--- config.mk ---
export PLATFORM = sky130hd
export DESIGN_NAME = alpu_wb_buffer_flat
export DESIGN_NICKNAME = d
export VERILOG_FILES = /design/src/rtl/alpu_wb_pkg.sv /design/src/rtl/alpu_wb_buffer_if.sv /design/src/rtl/alpu_wb_fifo_ctrl.sv /design/src/rtl/alpu_wb_buffer.sv /design/src/flat_wrapper.sv
export SDC_FILE = /design/constraint.sdc
export NUM_CORES = 1
export LEC_CHECK = 0
export ABC_CLOCK_PERIOD_IN_PS = 3200
export CAP_MARGIN = 5
export CELL_PAD_IN_SITES_DETAIL_PLACEMENT = 1
export CELL_PAD_IN_SITES_GLOBAL_PLACEMENT = 2
export CORE_MARGIN = 3
export CORE_UTILIZATION = 29
export CTS_CLUSTER_DIAMETER = 200
export DETAILED_ROUTE_END_ITERATION = 7
export HOLD_SLACK_MARGIN = 0.12
export PLACE_DENSITY = 0.77
export SYNTH_ARGS = -nofsm -noshare
export SYNTH_HDL_FRONTEND = slang
export SYNTH_SLANG_ARGS = --single-unit
--- constraint.sdc ---
create_clock -name clk -period 3.2 [get_ports clk]
set_clock_uncertainty 0.1 [all_clocks]
set_input_delay 0.48 -clock clk [delete_from_list [all_inputs] [get_ports clk]]
set_output_delay 0.48 -clock clk [all_outputs]
set_load 0.02 [all_outputs]
--- src/rtl/alpu_wb_pkg.sv ---
// Shared widths and the buffered-entry layout for the ALPU writeback buffer.
package alpu_wb_pkg;

  localparam int REG_WIDTH  = 4;
  localparam int DEPTH      = 4;
  localparam int ADDR_WIDTH = 3;
  localparam int PTR_W      = $clog2(DEPTH);
  localparam int CNT_W      = $clog2(DEPTH + 1);

  typedef struct packed {
    logic [ADDR_WIDTH-1:0] dest;
    logic [REG_WIDTH-1:0]  data;
    logic                  cout;
    logic                  wr_carry;
  } wb_entry_t;

endpackage

--- src/rtl/alpu_wb_buffer_if.sv ---
// Bus bundle between the ALPU/issue side (master) and the writeback buffer (slave).
interface alpu_wb_buffer_if #(
  parameter int REG_WIDTH  = 4,
  parameter int DEPTH      = 4,
  parameter int ADDR_WIDTH = 3
);
  localparam int CNT_W = $clog2(DEPTH + 1);

  // Handshakes: a transfer happens on a rising edge where valid && ready are both high.
  // Valid must not depend on ready; ready here decodes registered state only.
  logic                  flush_i;
  logic                  in_valid_i;
  logic                  in_ready_o;
  logic [ADDR_WIDTH-1:0] in_dest_i;
  logic [REG_WIDTH-1:0]  in_data_i;
  logic                  in_cout_i;
  logic                  in_wr_carry_i;
  logic                  wb_valid_o;
  logic                  wb_ready_i;
  logic [ADDR_WIDTH-1:0] wb_dest_o;
  logic [REG_WIDTH-1:0]  wb_data_o;
  logic                  carry_flag_o;
  logic [CNT_W-1:0]      count_o;
  logic [ADDR_WIDTH-1:0] fwd_addr_i;
  logic                  fwd_hit_o;
  logic [REG_WIDTH-1:0]  fwd_data_o;

  modport master (
    output flush_i, in_valid_i, in_dest_i, in_data_i, in_cout_i, in_wr_carry_i,
           wb_ready_i, fwd_addr_i,
    input  in_ready_o, wb_valid_o, wb_dest_o, wb_data_o, carry_flag_o, count_o,
           fwd_hit_o, fwd_data_o
  );

  modport slave (
    input  flush_i, in_valid_i, in_dest_i, in_data_i, in_cout_i, in_wr_carry_i,
           wb_ready_i, fwd_addr_i,
    output in_ready_o, wb_valid_o, wb_dest_o, wb_data_o, carry_flag_o, count_o,
           fwd_hit_o, fwd_data_o
  );

endinterface

--- src/rtl/alpu_wb_fifo_ctrl.sv ---
// Pointer/count bookkeeping for the writeback FIFO; flush overrides push and pop.
import alpu_wb_pkg::*;

module alpu_wb_fifo_ctrl #(
  parameter int DEPTH = alpu_wb_pkg::DEPTH,
  parameter int PTR_W = alpu_wb_pkg::PTR_W,
  parameter int CNT_W = alpu_wb_pkg::CNT_W
) (
  input  logic             clk,
  input  logic             reset_n,
  input  logic             flush,
  input  logic             push_req,
  input  logic             pop_req,
  output logic             push_en,
  output logic             pop_en,
  output logic [PTR_W-1:0] wr_ptr,
  output logic [PTR_W-1:0] rd_ptr,
  output logic [CNT_W-1:0] count,
  output logic             full,
  output logic             empty
);

  assign full    = (count == CNT_W'(DEPTH));
  assign empty   = (count == '0);
  // Qualified strobes already exclude flush, so storage and carry never see a flushed op.
  assign push_en = push_req && !full && !flush;
  assign pop_en  = pop_req && !empty && !flush;

  always_ff @(posedge clk or negedge reset_n) begin
    if (!reset_n) begin
      wr_ptr <= '0;
      rd_ptr <= '0;
      count  <= '0;
    end else if (flush) begin
      wr_ptr <= '0;
      rd_ptr <= '0;
      count  <= '0;
    end else begin
      if (push_en) wr_ptr <= wr_ptr + 1'b1;
      if (pop_en)  rd_ptr <= rd_ptr + 1'b1;
      case ({push_en, pop_en})
        2'b10:   count <= count + 1'b1;
        2'b01:   count <= count - 1'b1;
        default: count <= count;
      endcase
    end
  end

endmodule

--- src/rtl/alpu_wb_buffer.sv ---
// In-order writeback buffer behind the ALPU: entry storage, carry flag, youngest-match forwarding.
import alpu_wb_pkg::*;

module alpu_wb_buffer #(
  parameter int REG_WIDTH  = alpu_wb_pkg::REG_WIDTH,
  parameter int DEPTH      = alpu_wb_pkg::DEPTH,
  parameter int ADDR_WIDTH = alpu_wb_pkg::ADDR_WIDTH
) (
  input logic              clk,
  input logic              reset_n,
  alpu_wb_buffer_if.slave  bus
);

  localparam int PTR_W = $clog2(DEPTH);
  localparam int CNT_W = $clog2(DEPTH + 1);

  logic             push_en;
  logic             pop_en;
  logic [PTR_W-1:0] wr_ptr;
  logic [PTR_W-1:0] rd_ptr;
  logic [CNT_W-1:0] count;
  logic             full;
  logic             empty;
  logic             carry_flag;
  wb_entry_t        mem [DEPTH];
  wb_entry_t        head;

  alpu_wb_fifo_ctrl #(
    .DEPTH (DEPTH),
    .PTR_W (PTR_W),
    .CNT_W (CNT_W)
  ) u_ctrl (
    .clk      (clk),
    .reset_n  (reset_n),
    .flush    (bus.flush_i),
    .push_req (bus.in_valid_i),
    .pop_req  (bus.wb_ready_i),
    .push_en  (push_en),
    .pop_en   (pop_en),
    .wr_ptr   (wr_ptr),
    .rd_ptr   (rd_ptr),
    .count    (count),
    .full     (full),
    .empty    (empty)
  );

  always_ff @(posedge clk or negedge reset_n) begin
    if (!reset_n) begin
      for (int i = 0; i < DEPTH; i++) mem[i] <= '0;
    end else if (push_en) begin
      mem[wr_ptr] <= '{dest: bus.in_dest_i, data: bus.in_data_i,
                       cout: bus.in_cout_i, wr_carry: bus.in_wr_carry_i};
    end
  end

  assign head = mem[rd_ptr];

  // Carry is architectural: it changes only when a carry-writing entry actually retires.
  always_ff @(posedge clk or negedge reset_n) begin
    if (!reset_n) begin
      carry_flag <= 1'b0;
    end else if (pop_en && head.wr_carry) begin
      carry_flag <= head.cout;
    end
  end

  assign bus.in_ready_o   = !full;
  assign bus.wb_valid_o   = !empty;
  assign bus.wb_dest_o    = empty ? '0 : head.dest;
  assign bus.wb_data_o    = empty ? '0 : head.data;
  assign bus.carry_flag_o = carry_flag;
  assign bus.count_o      = count;

  // Walk oldest to youngest over valid slots; a later match overwrites, so the youngest wins.
  always_comb begin
    logic [PTR_W-1:0] idx;
    bus.fwd_hit_o  = 1'b0;
    bus.fwd_data_o = '0;
    idx            = '0;
    for (int k = 0; k < DEPTH; k++) begin
      idx = rd_ptr + PTR_W'(k);
      if ((CNT_W'(k) < count) && (mem[idx].dest == bus.fwd_addr_i)) begin
        bus.fwd_hit_o  = 1'b1;
        bus.fwd_data_o = mem[idx].data;
      end
    end
  end

endmodule
--- src/flat_wrapper.sv ---
// flat-port wrapper written by rule: the top's interface ports become plain ports
module alpu_wb_buffer_flat 
#(
  parameter int REG_WIDTH  = alpu_wb_pkg::REG_WIDTH,
  parameter int DEPTH      = alpu_wb_pkg::DEPTH,
  parameter int ADDR_WIDTH = alpu_wb_pkg::ADDR_WIDTH
)
  (clk, reset_n, bus_flush_i, bus_in_valid_i, bus_in_dest_i, bus_in_data_i, bus_in_cout_i, bus_in_wr_carry_i, bus_wb_ready_i, bus_fwd_addr_i, bus_in_ready_o, bus_wb_valid_o, bus_wb_dest_o, bus_wb_data_o, bus_carry_flag_o, bus_count_o, bus_fwd_hit_o, bus_fwd_data_o);
  alpu_wb_buffer_if #(.REG_WIDTH(REG_WIDTH), .DEPTH(DEPTH), .ADDR_WIDTH(ADDR_WIDTH)) bus_i ();
  input logic clk;
  input logic reset_n;
  input wire logic [$bits(bus_i.flush_i)-1:0] bus_flush_i;
  input wire logic [$bits(bus_i.in_valid_i)-1:0] bus_in_valid_i;
  input wire logic [$bits(bus_i.in_dest_i)-1:0] bus_in_dest_i;
  input wire logic [$bits(bus_i.in_data_i)-1:0] bus_in_data_i;
  input wire logic [$bits(bus_i.in_cout_i)-1:0] bus_in_cout_i;
  input wire logic [$bits(bus_i.in_wr_carry_i)-1:0] bus_in_wr_carry_i;
  input wire logic [$bits(bus_i.wb_ready_i)-1:0] bus_wb_ready_i;
  input wire logic [$bits(bus_i.fwd_addr_i)-1:0] bus_fwd_addr_i;
  output wire logic [$bits(bus_i.in_ready_o)-1:0] bus_in_ready_o;
  output wire logic [$bits(bus_i.wb_valid_o)-1:0] bus_wb_valid_o;
  output wire logic [$bits(bus_i.wb_dest_o)-1:0] bus_wb_dest_o;
  output wire logic [$bits(bus_i.wb_data_o)-1:0] bus_wb_data_o;
  output wire logic [$bits(bus_i.carry_flag_o)-1:0] bus_carry_flag_o;
  output wire logic [$bits(bus_i.count_o)-1:0] bus_count_o;
  output wire logic [$bits(bus_i.fwd_hit_o)-1:0] bus_fwd_hit_o;
  output wire logic [$bits(bus_i.fwd_data_o)-1:0] bus_fwd_data_o;
  assign bus_i.flush_i = bus_flush_i;
  assign bus_i.in_valid_i = bus_in_valid_i;
  assign bus_i.in_dest_i = bus_in_dest_i;
  assign bus_i.in_data_i = bus_in_data_i;
  assign bus_i.in_cout_i = bus_in_cout_i;
  assign bus_i.in_wr_carry_i = bus_in_wr_carry_i;
  assign bus_i.wb_ready_i = bus_wb_ready_i;
  assign bus_i.fwd_addr_i = bus_fwd_addr_i;
  assign bus_in_ready_o = bus_i.in_ready_o;
  assign bus_wb_valid_o = bus_i.wb_valid_o;
  assign bus_wb_dest_o = bus_i.wb_dest_o;
  assign bus_wb_data_o = bus_i.wb_data_o;
  assign bus_carry_flag_o = bus_i.carry_flag_o;
  assign bus_count_o = bus_i.count_o;
  assign bus_fwd_hit_o = bus_i.fwd_hit_o;
  assign bus_fwd_data_o = bus_i.fwd_data_o;
  alpu_wb_buffer #(.REG_WIDTH(REG_WIDTH), .DEPTH(DEPTH), .ADDR_WIDTH(ADDR_WIDTH)) u_core (.clk(clk), .reset_n(reset_n), .bus(bus_i));
endmodule
## Yosys cells after proc, flatten, opt, wreduce, memory -nomap -nowiden

Index checks and enable logic that the tools add are counted.

| cells by class | value |
|---|---|
| add/sub/neg operators | 6 |
| reduce and logical (&&, ||, !) cells | 17 |
| magnitude comparators | 10 |
| bitwise operators | 5 |
| multiplexer cells | 31 |
| eq/ne operators | 7 |

Operators with widths:

| operator | count |
|---|---|
| 2-to-1 mux 9 bit | 9 |
| binary-select mux 9 bit (select 2 bit) | 4 |
| bitwise mux 36 bit | 1 |
| 2-to-1 mux 4 bit | 5 |
| demux 9 bit (select 2 bit) | 1 |
| >= comparator 3 bit (second input constant) | 5 |
| inverter 2 -> 3 bit | 5 |
| == test 3 bit | 4 |
| logical AND 1 bit | 10 |
| 2-to-1 mux 2 bit | 4 |
| < comparator 1 x 3 -> 1 bit (first input constant) | 2 |
| < comparator 2 x 3 -> 1 bit (first input constant) | 2 |
| 2-to-1 mux 3 bit | 2 |
| case mux 3 bit (2 select lines) | 1 |
| adder 2 x 1 -> 2 bit (second input constant) | 2 |
| adder 2 bit (second input constant) | 2 |
| 2-to-1 mux 1 bit | 4 |
| nonzero test 2 bit | 2 |
| adder 3 x 1 -> 3 bit (second input constant) | 1 |
| == test 3 bit (second input constant) | 1 |
| logical NOT 1 bit | 3 |
| logical NOT 3 bit | 1 |
| < comparator 3 x 1 -> 1 bit (second input constant) | 1 |
| nonzero test 3 bit | 1 |
| other kinds (3) | 3 |

| word-level totals | value |
|---|---|
| register bits | 44 |
| input port bits | 17 |
| logic and storage cells | 96 |

## Longest topological paths before layout

| depth | value |
|---|---|
| depth in word-level cells | 10 |
| gate-level depth with buffers | 10 |

## Cells and area by module

A second synthesis with hierarchy kept.

| second synthesis, totals | value |
|---|---|
| cells, all modules | 262 |
| area, all modules | 2949.1 um2 |

By module, submodules not included:

| module | cells each | area each (um2) | sequential area each (um2) | instances |
|---|---|---|---|---|
| alpu_wb_buffer | 204 | 2458.6 | 925.9 | 1 |
| alpu_wb_fifo_ctrl | 58 | 490.5 | 175.2 | 1 |

## Least setup slack after synthesis

Ideal clock, no wire load.

| timing | value |
|---|---|
| kind | flip-flop to output port |
| start point | register u_core.u_ctrl.rd_ptr[1] |
| end point | output port bus_fwd_data_o[0] |
| cell stages (with the launch flop) | 9 |
| buffers on the path | 2 |
| setup slack | 0.356 ns |
| arrival time | 2.264 ns |
| path through | dfrtp_1 -> buf_2 -> buf_2 -> mux4_2 -> xor2_1 -> or4_4 -> nor2_1 -> mux2i_1 -> a21oi_1 |

| between the ends | value |
|---|---|
| word-level cells in the longest chain between the ends | 10 |

RTL lines:

| element | RTL line | RTL |
|---|---|---|
| start: declaration | alpu_wb_fifo_ctrl.sv:17 | `output logic [PTR_W-1:0] rd_ptr,` |
| start signal: assignment | alpu_wb_fifo_ctrl.sv:40 | `if (pop_en) rd_ptr <= rd_ptr + 1'b1;` |
| adder 2 x 1 -> 2 bit or inverter 2 -> 3 bit (tied branches) | alpu_wb_buffer.sv:81, alpu_wb_buffer.sv:82, alpu_wb_buffer.sv:84 |  |
| inverter 2 -> 3 bit (implied by the code) or binary-select mux 9 bit (select 2 bit) (tied branches) | alpu_wb_buffer.sv:82, alpu_wb_buffer.sv:84 |  |
| binary-select mux 9 bit (select 2 bit) or 2-to-1 mux 9 bit (tied branches) | alpu_wb_buffer.sv:82, alpu_wb_buffer.sv:84 |  |
| 2-to-1 mux 9 bit (implied by the code) | alpu_wb_buffer.sv:82 | `if ((CNT_W'(k) < count) && (mem[idx].dest == bus.fwd_addr_i)) begin` |
| 2-to-1 mux 9 bit (implied by the code) or == test 3 bit (tied branches) | alpu_wb_buffer.sv:82 |  |
| == test 3 bit or logical AND 1 bit (tied branches) | alpu_wb_buffer.sv:82 |  |
| logical AND 1 bit or 2-to-1 mux 4 bit (tied branches) | alpu_wb_buffer.sv:82 |  |
| 2-to-1 mux 4 bit (2 in a row) | alpu_wb_buffer.sv:82 |  |
| 2-to-1 mux 4 bit * | alpu_wb_buffer.sv:82 |  |
| end: declaration | flat_wrapper.sv:27 | `output wire logic [$bits(bus_i.fwd_data_o)-1:0] bus_fwd_data_o;` |

Every way passes the cells marked *; elsewhere a longest branch is shown, timed or not. The select of a mux whose other input is x is not followed.

## Worst setup path in the final report

| timing | value |
|---|---|
| start point | register u_core.u_ctrl.rd_ptr[0] |
| end point | output port bus_fwd_data_o[2] |

Same word-level chain as after synthesis.

==> summary.txt <==
Worst setup path
  • CP endpoint kind: output port
  • CP startpoint: u_core.u_ctrl.rd_ptr[0]
  • Top Family by Delay on Critical Path: simple AND/OR/NAND/NOR gates
  • Worst Path Buf+Inv: 2
  • CP endpoint: bus_fwd_data_o[2]
  • Setup crit start kind: register
  • Endpoint of the worst-slack reg-to-reg timing path: u_core.mem[25]
  • Arrival @ worst endpoint: 2.66 ns
  • Reg2reg path depth: 7
  • Worst path cell trace: buf_6, mux4_2, xor2_1, or4_4, nor2_1, mux2i_1, a21oi_1, buf_4
  • Worst Path Max Fanout: 5
  • Crit path kind: reg2out
  • Worst Path Required: about 2.6 ns
  • Levels on crit path: 8
  • Reg2reg start: u_core.u_ctrl.count[0]
  • CP max-delay cell: or4_4
  • Slowest Stage Delay on Critical Path: between 0.5 and 0.6 ns
  • FF-to-FF setup slack: between 0.7 and 0.8 ns

Timing
  • Final Slew Violations: 0
  • Final period util: 101%
  • RSZ-0062 raised after global routing: true
  • Slew @ Worst Pin: between 1 and 1.5 ns
  • Final setup viols: 4
  • Fmax: 0.309 GHz
  • Fin worst setup slack: -0.0368 ns
  • Final Hold Viols: 0
  • Slew HR: around a third
  • Hold WS: 0.247 ns
  • Fin crit period: about 3.2 ns

Floorplanning
  • Initial Util: 30.4%
  • Std cell rows: 35
  • Die W: about 110 um
  • Ports: 35
  • Die area: roughly 11000 sq um
  • Die height: approximately 110 um
  • Core ar.: 9370 sq um

Yosys
  • Top cell type's share of synthesized area: 38.7%
  • Yosys reg bits: between 40 and 50
  • Count leader, synth: mux2_2
  • Seq/Total Area, Yosys: between 30% and 40%
  • Synth warn: 0
  • EDFF count, synth: 0
  • Commonest cells in the netlist: mux2_2 (45), dfrtp_1 (44), nor2_1 (27)
  • Post-synthesis cell area: roughly 2800 sq um
  • Synth Instances: between 200 and 300
  • Leading register cell type out of synthesis: dfrtp_1
  • Synth area leaders: dfrtp_1 (39%), mux2_2 (18%), mux2i_1 (6.3%)
  • Syn_area_per_cell: between 10 and 15 sq um
  • Net count after synthesis: roughly 280
  • Synth async-reset ratio: between 90% and 100%
  • Cell accounting for the most synthesized area: dfrtp_1
  • Yosys cell types: 29

Drt
  • Initial DRT Pass Iterations: 4
  • Final wirelength: between 7000 and 8000 um
  • 1st-iter DRT viols: 31
  • WL/cell: 17.0 um
  • DRC viols: 0
  • Via count: roughly 2200
  • ANT nets after route: 0
  • Vias/cell: between 4 and 5

Global routing
  • Overflow left after global routing: 0
  • Vias in the first global route: approximately 2300
  • Initial antenna violation count: 0
  • First-pass GRT wire length: around 12000 um
  • Largest net degree at the start of global routing: 45
  • All-Layer GR Usage: approximately 14%

Pwr
  • Pint: just over 2 mW
  • Power density cells: 932 nW/um^2
  • Maximum vdd drop: around 270 uV
  • Logic pwr share: 58.6%
  • Clock share of power: between 10% and 20%
  • Switch Pwr: approximately 1.3 mW
  • Pleak: between 1.5 and 2 nW
  • Sw frac: between 30% and 40%
  • Flop pwr share: 28.3%

Clock network
  • CTS tree: built
  • CTS buffer count: 5
  • Clock sink count: 44
  • Cts hold-fix bufs: 0
  • H-Tree Depth: 2
  • Root Buffer Master: clkbuf_8
  • Clk Latency, worst-skew pair: 0.30 ns
  • Clk pin slew, worst setup/hold paths: 0.09 ns
  • CTS Buffer Depth: 2

Outcome
  • Status: finished, violations left
  • Violated checks: negative setup slack

Final layout
  • Layout net count: between 300 and 400
  • Area added between synthesis and finish: 27.8%
  • Final Util: 38.8%
  • Ant. Diodes: 0
  • Layout cells sized above 1: 31.7%

Min path
  • Hold Crit Class: in2async

Job
  • Max_cap viols: 0

Placement
  • Gpl congestion: 0.750
  • Port Buffers: 34
  • HPWL after DPL: 5750 um
flip-flops by register name, summed over array words and instances (netlist names):
name	flops
u_core.bus.carry_flag_o	1
u_core.mem	36
u_core.u_ctrl.count	3
u_core.u_ctrl.rd_ptr	2
u_core.u_ctrl.wr_ptr	2
cells in the final DEF, fill, tap and decap left out, types with 2 or more instances in the layout:
master           instances
mux2_2                  45
dfrtp_1                 44
buf_4                   32
clkdlybuf4s50_1         28
nor2_1                  26
mux2i_1                 18
nand2_1                 18
a21oi_1                 16
xnor2_1                 14
o21ai_0                 10
ha_1                     8
inv_1                    6
mux4_2                   6
nor3_1                   5
xor2_1                   5
and2_1                   5
clkbuf_8                 5
mux4_1                   4
o22ai_1                  4
nand3_1                  2
buf_6                    2
layer usage:
metal  track usage (%)  routed length, um  vias to the layer above  share of wire, %
li1                  -                  -                     1043                 -
met1              18.1               3520                     1109                46
met2              25.1               3880                       25                51
met3              2.47                157                        6               2.1
met4              2.25                 43                        0              0.57
met5                 0                  0                        -                 0
cell type report:
type                            instances  area (sq um)
Clock buffer                            5          68.8
Clock inverter                          3          46.3
Fill cell                            1091          5730
Inverter                                6          22.5
Multi-Input combinational cell        196          1670
Sequential cell                        44          1100
Tap cell                              129           161
Timing Repair Buffer                   65           573
worst min-delay path by stage:
| stage | to | cells past startpoint |
|---|---|---|
| 2_1_floorplan | u_core.bus.carry_flag_o | 0 |
| 3_3_place_gp | u_core.mem[0] | 1 |
| 3_5_place_dp | u_core.mem[0] | 1 |
| 4_1_cts | u_core.mem[10] | 1 |
| 5_1_grt | u_core.mem[10] | 1 |
| 6_report | u_core.mem[9] | 1 |
through the flow:
step | setup slack (ns) | instance area (sq um) | TNS (ns) | std cells | total power, mW
detailed placement | -0.241 | 3510 | -0.828 | 438 | 2.97
finish | -0.0368 | 3640 | -0.0854 | 448 | 3.39
floorplan | 0.356 | 2850 | 0 | 259 | 2.19
CTS | -0.0550 | 3630 | -0.141 | 448 | 3.43
global placement | -0.184 | 3510 | -0.626 | 438 | 2.88
global route | -0.146 | 3640 | -0.445 | 448 | 3.65
power by group through the flow:
stage          combinational, mW  sequential [mW]  clock (mW)
6_report                    1.99            0.960       0.443
5_1_grt                     2.16            0.997       0.486
4_1_cts                     2.01            0.961       0.455
3_5_place_dp                1.99            0.971           0
3_3_place_gp                1.94            0.944           0
2_1_floorplan               1.24            0.943           0
cell families after synthesis:
| kind of cell | count (synthesis) | share of synthesized area, % |
|---|---|---|
| AND/OR/NAND/NOR | 61 | 9.32 |
| XOR/XNOR | 19 | 5.85 |
| adder cells (fa/ha/maj) | 8 | 3.52 |
| multiplexers | 73 | 32.6 |
| flip-flops | 44 | 38.7 |
| AO/OA/AOI/OAI | 35 | 6.95 |
| buffers and inverters | 19 | 3.12 |
timing repair:
item	4_1_cts	5_1_grt
endpoints found under the setup margin	5	7
hold endpoints to repair	0	0
pin swaps	7	2
resized for setup	23	5
setup buffers	2	0
Power figures use the tool's default switching activity.
